File: config.mk
export PLATFORM = sky130hd
export DESIGN_NAME = scan_memory_bank_io
export DESIGN_NICKNAME = d
export VERILOG_FILES = /design/src/rtl/scan_memory_bank_io.sv
export SDC_FILE = /design/constraint.sdc
export NUM_CORES = 1
export LEC_CHECK = 0
export CORE_ASPECT_RATIO = 0.8
export CORE_MARGIN = 2
export CORE_UTILIZATION = 42
export CTS_CLUSTER_DIAMETER = 80
export CTS_CLUSTER_SIZE = 10
export DETAILED_ROUTE_END_ITERATION = 7
export GPL_ROUTABILITY_DRIVEN = 0
export PLACE_DENSITY = 0.63
export SLEW_MARGIN = 20
export SYNTH_ARGS = -nofsm -noshare
export SYNTH_HDL_FRONTEND = slang
export SYNTH_SLANG_ARGS = --single-unit
File: constraint.sdc
create_clock -name clk -period 9.2 [get_ports clk]
set_input_delay 2.3 -clock clk [delete_from_list [all_inputs] [get_ports clk]]
set_output_delay 2.3 -clock clk [all_outputs]
set_load 0.05 [all_outputs]
File: src/rtl/scan_memory_bank_io.sv
// scan_memory_bank_io: a bank of byte cells plus memory-mapped GPIO registers.
// Every storage element except the input synchroniser stage is on one serial
// scan chain. Cell 0 bit 0 is the chain head, and the last register's MSB is
// scan_out.
// Optional feature macro: SCAN_MEM_BANK_EDGE_CAPTURE_EN adds the rising-edge
// capture register (write-1-to-clear) as the last register on the chain.
module scan_memory_bank_io #(
  parameter int ADDR_WIDTH = 5,
  parameter int DATA_WIDTH = 8,
  parameter int MEM_SIZE   = 2**ADDR_WIDTH - 3,
  parameter int OUT_ADDR   = MEM_SIZE,
  parameter int IN_ADDR    = MEM_SIZE + 1,
  parameter int EDGE_ADDR  = MEM_SIZE + 2
) (
  input  logic                  clk,
  input  logic                  rst,
  input  logic [ADDR_WIDTH-1:0] address,
  input  logic [DATA_WIDTH-1:0] data_in,
  input  logic                  write_enable,
  output logic [DATA_WIDTH-1:0] data_out,
  input  logic                  scan_enable,
  input  logic                  scan_in,
  output logic                  scan_out,
  input  logic [DATA_WIDTH-1:0] in_pins,
  output logic [DATA_WIDTH-1:0] out_pins
);

  // The cells and the three GPIO registers must all fit in the address space.
  if ((MEM_SIZE + 3) > (2**ADDR_WIDTH)) begin : g_bad_size
    $error("scan_memory_bank_io: MEM_SIZE+3 exceeds 2**ADDR_WIDTH");
  end
  if ((OUT_ADDR >= 2**ADDR_WIDTH) || (IN_ADDR >= 2**ADDR_WIDTH) ||
      (EDGE_ADDR >= 2**ADDR_WIDTH)) begin : g_bad_addr
    $error("scan_memory_bank_io: register address outside the address space");
  end

`ifdef SCAN_MEM_BANK_EDGE_CAPTURE_EN
  localparam int NUM_REGS = MEM_SIZE + 3;
  localparam logic [ADDR_WIDTH-1:0] EDGE_A = EDGE_ADDR[ADDR_WIDTH-1:0];
`else
  localparam int NUM_REGS = MEM_SIZE + 2;
`endif
  localparam int CHAIN_LEN = DATA_WIDTH * NUM_REGS;
  localparam logic [ADDR_WIDTH-1:0] OUT_A = OUT_ADDR[ADDR_WIDTH-1:0];
  localparam logic [ADDR_WIDTH-1:0] IN_A  = IN_ADDR[ADDR_WIDTH-1:0];

  logic [DATA_WIDTH-1:0] mem_q [MEM_SIZE];
  logic [DATA_WIDTH-1:0] mem_d [MEM_SIZE];
  logic [DATA_WIDTH-1:0] out_q, out_d;
  logic [DATA_WIDTH-1:0] s1_q;
  logic [DATA_WIDTH-1:0] in_q, in_d;
`ifdef SCAN_MEM_BANK_EDGE_CAPTURE_EN
  logic [DATA_WIDTH-1:0] edge_q, edge_d;
  logic [DATA_WIDTH-1:0] clr_s;
`endif
  logic [CHAIN_LEN-1:0]  chain_s;
  logic [CHAIN_LEN-1:0]  shift_s;
  logic [DATA_WIDTH-1:0] rd_s;
  logic                  wr_s;

  // A functional write only happens outside scan mode.
  assign wr_s = write_enable & ~scan_enable;

  // Flatten all chained registers into one vector, cell 0 bit 0 at the LSB.
  always_comb begin
    chain_s = '0;
    for (int i = 0; i < MEM_SIZE; i++) begin
      chain_s[i*DATA_WIDTH +: DATA_WIDTH] = mem_q[i];
    end
    chain_s[MEM_SIZE*DATA_WIDTH +: DATA_WIDTH]     = out_q;
    chain_s[(MEM_SIZE+1)*DATA_WIDTH +: DATA_WIDTH] = in_q;
`ifdef SCAN_MEM_BANK_EDGE_CAPTURE_EN
    chain_s[(MEM_SIZE+2)*DATA_WIDTH +: DATA_WIDTH] = edge_q;
`endif
    shift_s = {chain_s[CHAIN_LEN-2:0], scan_in};
  end

  assign scan_out = chain_s[CHAIN_LEN-1];
  assign out_pins = out_q;

`ifdef SCAN_MEM_BANK_EDGE_CAPTURE_EN
  // Write-1-to-clear mask for the edge register.
  always_comb begin
    clr_s = (wr_s && (address == EDGE_A)) ? data_in : {DATA_WIDTH{1'b0}};
  end
`endif

  // Next-state: shift the whole chain in scan mode, otherwise apply writes and the input pipeline.
  always_comb begin
    mem_d = mem_q;
    out_d = out_q;
    in_d  = in_q;
`ifdef SCAN_MEM_BANK_EDGE_CAPTURE_EN
    edge_d = edge_q;
`endif
    if (scan_enable) begin
      for (int i = 0; i < MEM_SIZE; i++) begin
        mem_d[i] = shift_s[i*DATA_WIDTH +: DATA_WIDTH];
      end
      out_d = shift_s[MEM_SIZE*DATA_WIDTH +: DATA_WIDTH];
      in_d  = shift_s[(MEM_SIZE+1)*DATA_WIDTH +: DATA_WIDTH];
`ifdef SCAN_MEM_BANK_EDGE_CAPTURE_EN
      edge_d = shift_s[(MEM_SIZE+2)*DATA_WIDTH +: DATA_WIDTH];
`endif
    end else begin
      for (int i = 0; i < MEM_SIZE; i++) begin
        mem_d[i] = (wr_s && (address == ADDR_WIDTH'(i))) ? data_in : mem_q[i];
      end
      out_d = (wr_s && (address == OUT_A)) ? data_in : out_q;
      in_d  = s1_q;
`ifdef SCAN_MEM_BANK_EDGE_CAPTURE_EN
      // A rise seen on the same edge as a clear of that bit wins.
      edge_d = (edge_q & ~clr_s) | (s1_q & ~in_q);
`endif
    end
  end

  // Combinational read mux; unmapped addresses read zero.
  always_comb begin
    rd_s = {DATA_WIDTH{1'b0}};
    for (int i = 0; i < MEM_SIZE; i++) begin
      rd_s = rd_s | ({DATA_WIDTH{address == ADDR_WIDTH'(i)}} & mem_q[i]);
    end
    rd_s = rd_s | ({DATA_WIDTH{address == OUT_A}} & out_q);
    rd_s = rd_s | ({DATA_WIDTH{address == IN_A}} & in_q);
`ifdef SCAN_MEM_BANK_EDGE_CAPTURE_EN
    rd_s = rd_s | ({DATA_WIDTH{address == EDGE_A}} & edge_q);
`endif
    data_out = rd_s;
  end

  // State registers, cleared asynchronously; the synchroniser samples in every mode.
  always_ff @(posedge clk or posedge rst) begin
    if (rst) begin
      for (int i = 0; i < MEM_SIZE; i++) begin
        mem_q[i] <= {DATA_WIDTH{1'b0}};
      end
      out_q <= {DATA_WIDTH{1'b0}};
      s1_q  <= {DATA_WIDTH{1'b0}};
      in_q  <= {DATA_WIDTH{1'b0}};
`ifdef SCAN_MEM_BANK_EDGE_CAPTURE_EN
      edge_q <= {DATA_WIDTH{1'b0}};
`endif
    end else begin
      mem_q <= mem_d;
      out_q <= out_d;
      s1_q  <= in_pins;
      in_q  <= in_d;
`ifdef SCAN_MEM_BANK_EDGE_CAPTURE_EN
      edge_q <= edge_d;
`endif
    end
  end

endmodule

==> tab_implementation.tex <==
\begin{tabular}{lr}
\hline
Metric & Value \\
\hline
\multicolumn{2}{l}{\textbf{Run status}} \\
Status & finished clean \\
\multicolumn{2}{l}{\textbf{Synth}} \\
Most area-hungry cell type in the Yosys netlist & sky130\_fd\_sc\_hd\_\_dfrtp\_1 \\
Async set or reset register ratio after synthesis & 1.00 \\
Main flop type after synthesis & sky130\_fd\_sc\_hd\_\_dfrtp\_1 \\
Number of flip-flops and latches in the synthesized netlist & 256 \\
Post-Syn Area per Cell & 9.55 um2 \\
Post-Synthesis Net Count & approximately 1.5k \\
Count of unique library cells instantiated by Yosys & 64 \\
Commonest cells in the netlist & sky130\_fd\_sc\_hd\_\_nand2\_1 (268), sky130\_fd\_sc\_hd\_\_mux2i\_1 (264), sky130\_fd\_sc\_hd\_\_dfrtp\_1 (256), sky130\_fd\_sc\_hd\_\_o21ai\_0 (245), sky130\_fd\_sc\_hd\_\_clkbuf\_1 (96) \\
Portion of the post-synthesis area used by sequential elements & 0.455 \\
Mapped cell area & 14100 um2 \\
Leading cell type by number of instances after synthesis & sky130\_fd\_sc\_hd\_\_nand2\_1 \\
Gate count after technology mapping & 1475 \\
Yosys Warn Count & 0 \\
Area share of the largest cell type after synthesis & 0.455 \\
Main area contributors after synthesis & sky130\_fd\_sc\_hd\_\_dfrtp\_1 (45\%), sky130\_fd\_sc\_hd\_\_mux2i\_1 (19\%), sky130\_fd\_sc\_hd\_\_o21ai\_0 (8.7\%) \\
Number of enable flip-flop cells after synthesis & 0 \\
\multicolumn{2}{l}{\textbf{Worst setup path}} \\
WP data required & 6900 ps \\
Buffering stage count on the worst path with inverters included & 3 \\
Cell occurring most often along the worst timing path & sky130\_fd\_sc\_hd\_\_clkdlybuf4s50\_1 \\
Gate family responsible for the most delay along the worst path & buffers and inverters \\
Maximum fanout along the worst path & 15 \\
Classification of the worst setup path & input pin to output pin \\
CP max-delay cell & sky130\_fd\_sc\_hd\_\_clkdlybuf4s50\_1 \\
Startpoint Class & input pin \\
Cell chain of the critical path & clkdlybuf4s50\_1 -> buf\_4 -> nor3b\_2 -> a22oi\_1 -> a21o\_1 -> mux2i\_1 -> nand4b\_1 -> clkdlybuf4s50\_1 \\
Data arrival time at the worst-slack endpoint & 6080 ps \\
Highest cell delay on the worst timing path & a little under 1000 ps \\
Category of the worst setup path capture point & output pin \\
\multicolumn{2}{l}{\textbf{Timing}} \\
Post-route clock period utilization & 0.911 \\
Post-route minimum period & about 8400 ps \\
Summed negative setup slack over all endpoints & 0 ps \\
Number of failing hold endpoints at the final stage & 0 \\
Worst path setup slack after routing & 823 ps \\
Fmax & 119 MHz \\
Final slew viol count & 0 \\
Pin slew with the least headroom to its limit & 1060 ps \\
Final clock skew & just under 20 ps \\
Max-slew headroom & 0.289 \\
RSZ-0062 raised after global routing & no \\
Setup violation total in the final timing report & 0 \\
\multicolumn{2}{l}{\textbf{Global routing}} \\
Total overflow reported by the global router & 0 \\
Maximum number of pins on one net before global-route repair & 253 \\
Global-route wire length before repair & 73700 um \\
Vias in the first global route & 11.1k \\
Antenna violations before repair & 1 \\
Global-route total usage across every layer & 0.277 \\
\multicolumn{2}{l}{\textbf{Job}} \\
Max Cap Violations & 0 \\
\multicolumn{2}{l}{\textbf{Detailed routing}} \\
Via count normalized by instance count & 6.38 \\
Wirelength per Cell & 26.1 um \\
Via count & around 12k \\
Antenna-violating nets left & 0 \\
Iteration-0 DRC Markers & between 2k and 2.5k \\
DRC Markers & 0 \\
Routed wire length & 48800 um \\
Detailed Routing Iterations Pass 1 & 7 \\
\multicolumn{2}{l}{\textbf{Clocking}} \\
Clock net sink count & 256 \\
Clock tree root driver cell & sky130\_fd\_sc\_hd\_\_clkbuf\_16 \\
Number of CTS-inserted buffers & 29 \\
Number of hold-repair buffers added at the cts stage & 0 \\
Number of H-tree levels & 1 \\
Clock tree from TritonCTS & built \\
Clock transition at path regs & about 60 ps \\
Maximum clock insertion buffer count & 3 \\
Clock latency at the later pin of the worst-skew pair & 570 ps \\
Post-CTS sizing & 0 \\
Count of buffers added by post-CTS timing repair for setup & 0 \\
\multicolumn{2}{l}{\textbf{Place}} \\
Post-Place Setup Slack & $\sim$970 ps \\
Count of port buffers added during placement & 42 \\
Dpl hpwl & 33200 um \\
\# placed instances & 1834 \\
\multicolumn{2}{l}{\textbf{Pwr}} \\
Power Dens Cells & 206 nW/um2 \\
Peak VDD IR & 125 uV \\
Static leakage & around 0.0066 uW \\
\multicolumn{2}{l}{\textbf{Die}} \\
Row Count & 59 \\
Area of the core & 32800 um2 \\
Die boundary width & approximately 210 um \\
Die outline height & 168 um \\
Initial Utilization & 0.430 \\
Number of top-level design ports & 43 \\
Die area & roughly 35000 um2 \\
\multicolumn{2}{l}{\textbf{Finish}} \\
Area of the multi-input gates & 7070 um2 \\
Register Area & 6410 um2 \\
Layout overhead on the synthesized area & 9.56\% \\
Number of diodes & 0 \\
Fraction of layout cells with a size suffix above 1 & 0.0792 \\
Filler cell count in the final layout & 3154 \\
Final Instance Count excl. Fillers & 1866 \\
Final \#Nets & 1465 \\
\multicolumn{2}{l}{\textbf{Hold path}} \\
Hold WC Path Type & flop to flop \\
\hline
\end{tabular}
==> through the flow <==
step | total power, uW | util | hold slack (ps) | area (um2)
finish | 3180 | 0.471 | 479 | 15400
detailed placement | 2150 | 0.447 | 464 | 14600
global route | 3310 | 0.471 | 495 | 15400
CTS | 3170 | 0.470 | 478 | 15400
floorplan | 1880 | - | 456 | 14100
global placement | 2140 | 0.447 | 462 | 14600
==> per-layer routing <==
metal | up-vias | GRT usage | wire, um
li1 | 5192 | - | -
met1 | 5861 | 0.420 | 21400
met2 | 717 | 0.376 | 19400
met3 | 142 | 0.0787 | 5990
met4 | 2 | 0.0938 | 1940
met5 | - | 0 | 13
==> registers in the layout, summed over array words and instances (netlist names) <==
signal    flops
chain_s     232
out_pins      8
s1_q          8
in_q          8
==> layout make-up <==
type                            instances  share of cell area
Timing Repair Buffer                   68              0.0413
Tap cell                              427              0.0346
Inverter                                7             0.00195
Clock inverter                          2             0.00251
Multi-Input combinational cell       1077               0.458
Sequential cell                       256               0.415
Clock buffer                           29              0.0470
==> worst paths after layout <==
kind | from | slack, ps | cells after the start | end
worst max-delay path | address[2] | 820 | 8 | data_out[2]
worst min-delay path | s1_q[4] | 480 | 1 | in_q[4]
worst max register to register | chain_s[62] | 8280 | 2 | chain_s[62]
worst min register to register | s1_q[4] | 480 | 1 | in_q[4]
max in group asynchronous | rst | 5690 | 5 | chain_s[23]
min in group asynchronous | rst | 2310 | 3 | chain_s[199]
==> kinds of logic (layout without fill, tap and decap cells) <==
logic type	count (synthesis)	in the layout	synth area share
compound gates	360	360	0.150
buf+inv	142	106	0.0451
flops	256	256	0.455
mux	289	289	0.208
simple gates	428	428	0.142
==> worst register-to-register path, stage by stage (launching register included) <==
cell,delay (ps)
sky130_fd_sc_hd__dfrtp_1,500
sky130_fd_sc_hd__mux2i_1,170
sky130_fd_sc_hd__o21ai_0,90
==> placed cells by master, fill, tap and decap left out, types with 7 or more instances in the layout <==
| cell | count |
|---|---|
| sky130_fd_sc_hd__nand2_1 | 268 |
| sky130_fd_sc_hd__mux2i_1 | 264 |
| sky130_fd_sc_hd__dfrtp_1 | 256 |
| sky130_fd_sc_hd__o21ai_0 | 245 |
| sky130_fd_sc_hd__clkdlybuf4s50_1 | 37 |
| sky130_fd_sc_hd__nand3_1 | 36 |
| sky130_fd_sc_hd__clkbuf_16 | 29 |
| sky130_fd_sc_hd__a22oi_1 | 24 |
| sky130_fd_sc_hd__mux2_2 | 24 |
| sky130_fd_sc_hd__buf_4 | 23 |
| sky130_fd_sc_hd__nor2_1 | 15 |
| sky130_fd_sc_hd__nor3_1 | 13 |
| sky130_fd_sc_hd__nand4_1 | 13 |
| sky130_fd_sc_hd__nor2_2 | 12 |
| sky130_fd_sc_hd__a22o_1 | 11 |
| sky130_fd_sc_hd__o22ai_1 | 9 |
| sky130_fd_sc_hd__a21oi_1 | 9 |
| sky130_fd_sc_hd__nand2b_1 | 9 |
| sky130_fd_sc_hd__a31oi_1 | 7 |
| sky130_fd_sc_hd__a211oi_1 | 7 |
| sky130_fd_sc_hd__a221oi_1 | 7 |
| sky130_fd_sc_hd__a32o_1 | 7 |
| sky130_fd_sc_hd__and3_1 | 7 |
| sky130_fd_sc_hd__a32oi_1 | 7 |
| sky130_fd_sc_hd__nor2b_1 | 7 |
==> where the power goes <==
group	internal [uW]	switching [uW]
Sequential	1330	265
Combinational	217	351
Clock	579	441
Total	2120	1060
(Power assumes the default switching activity.)
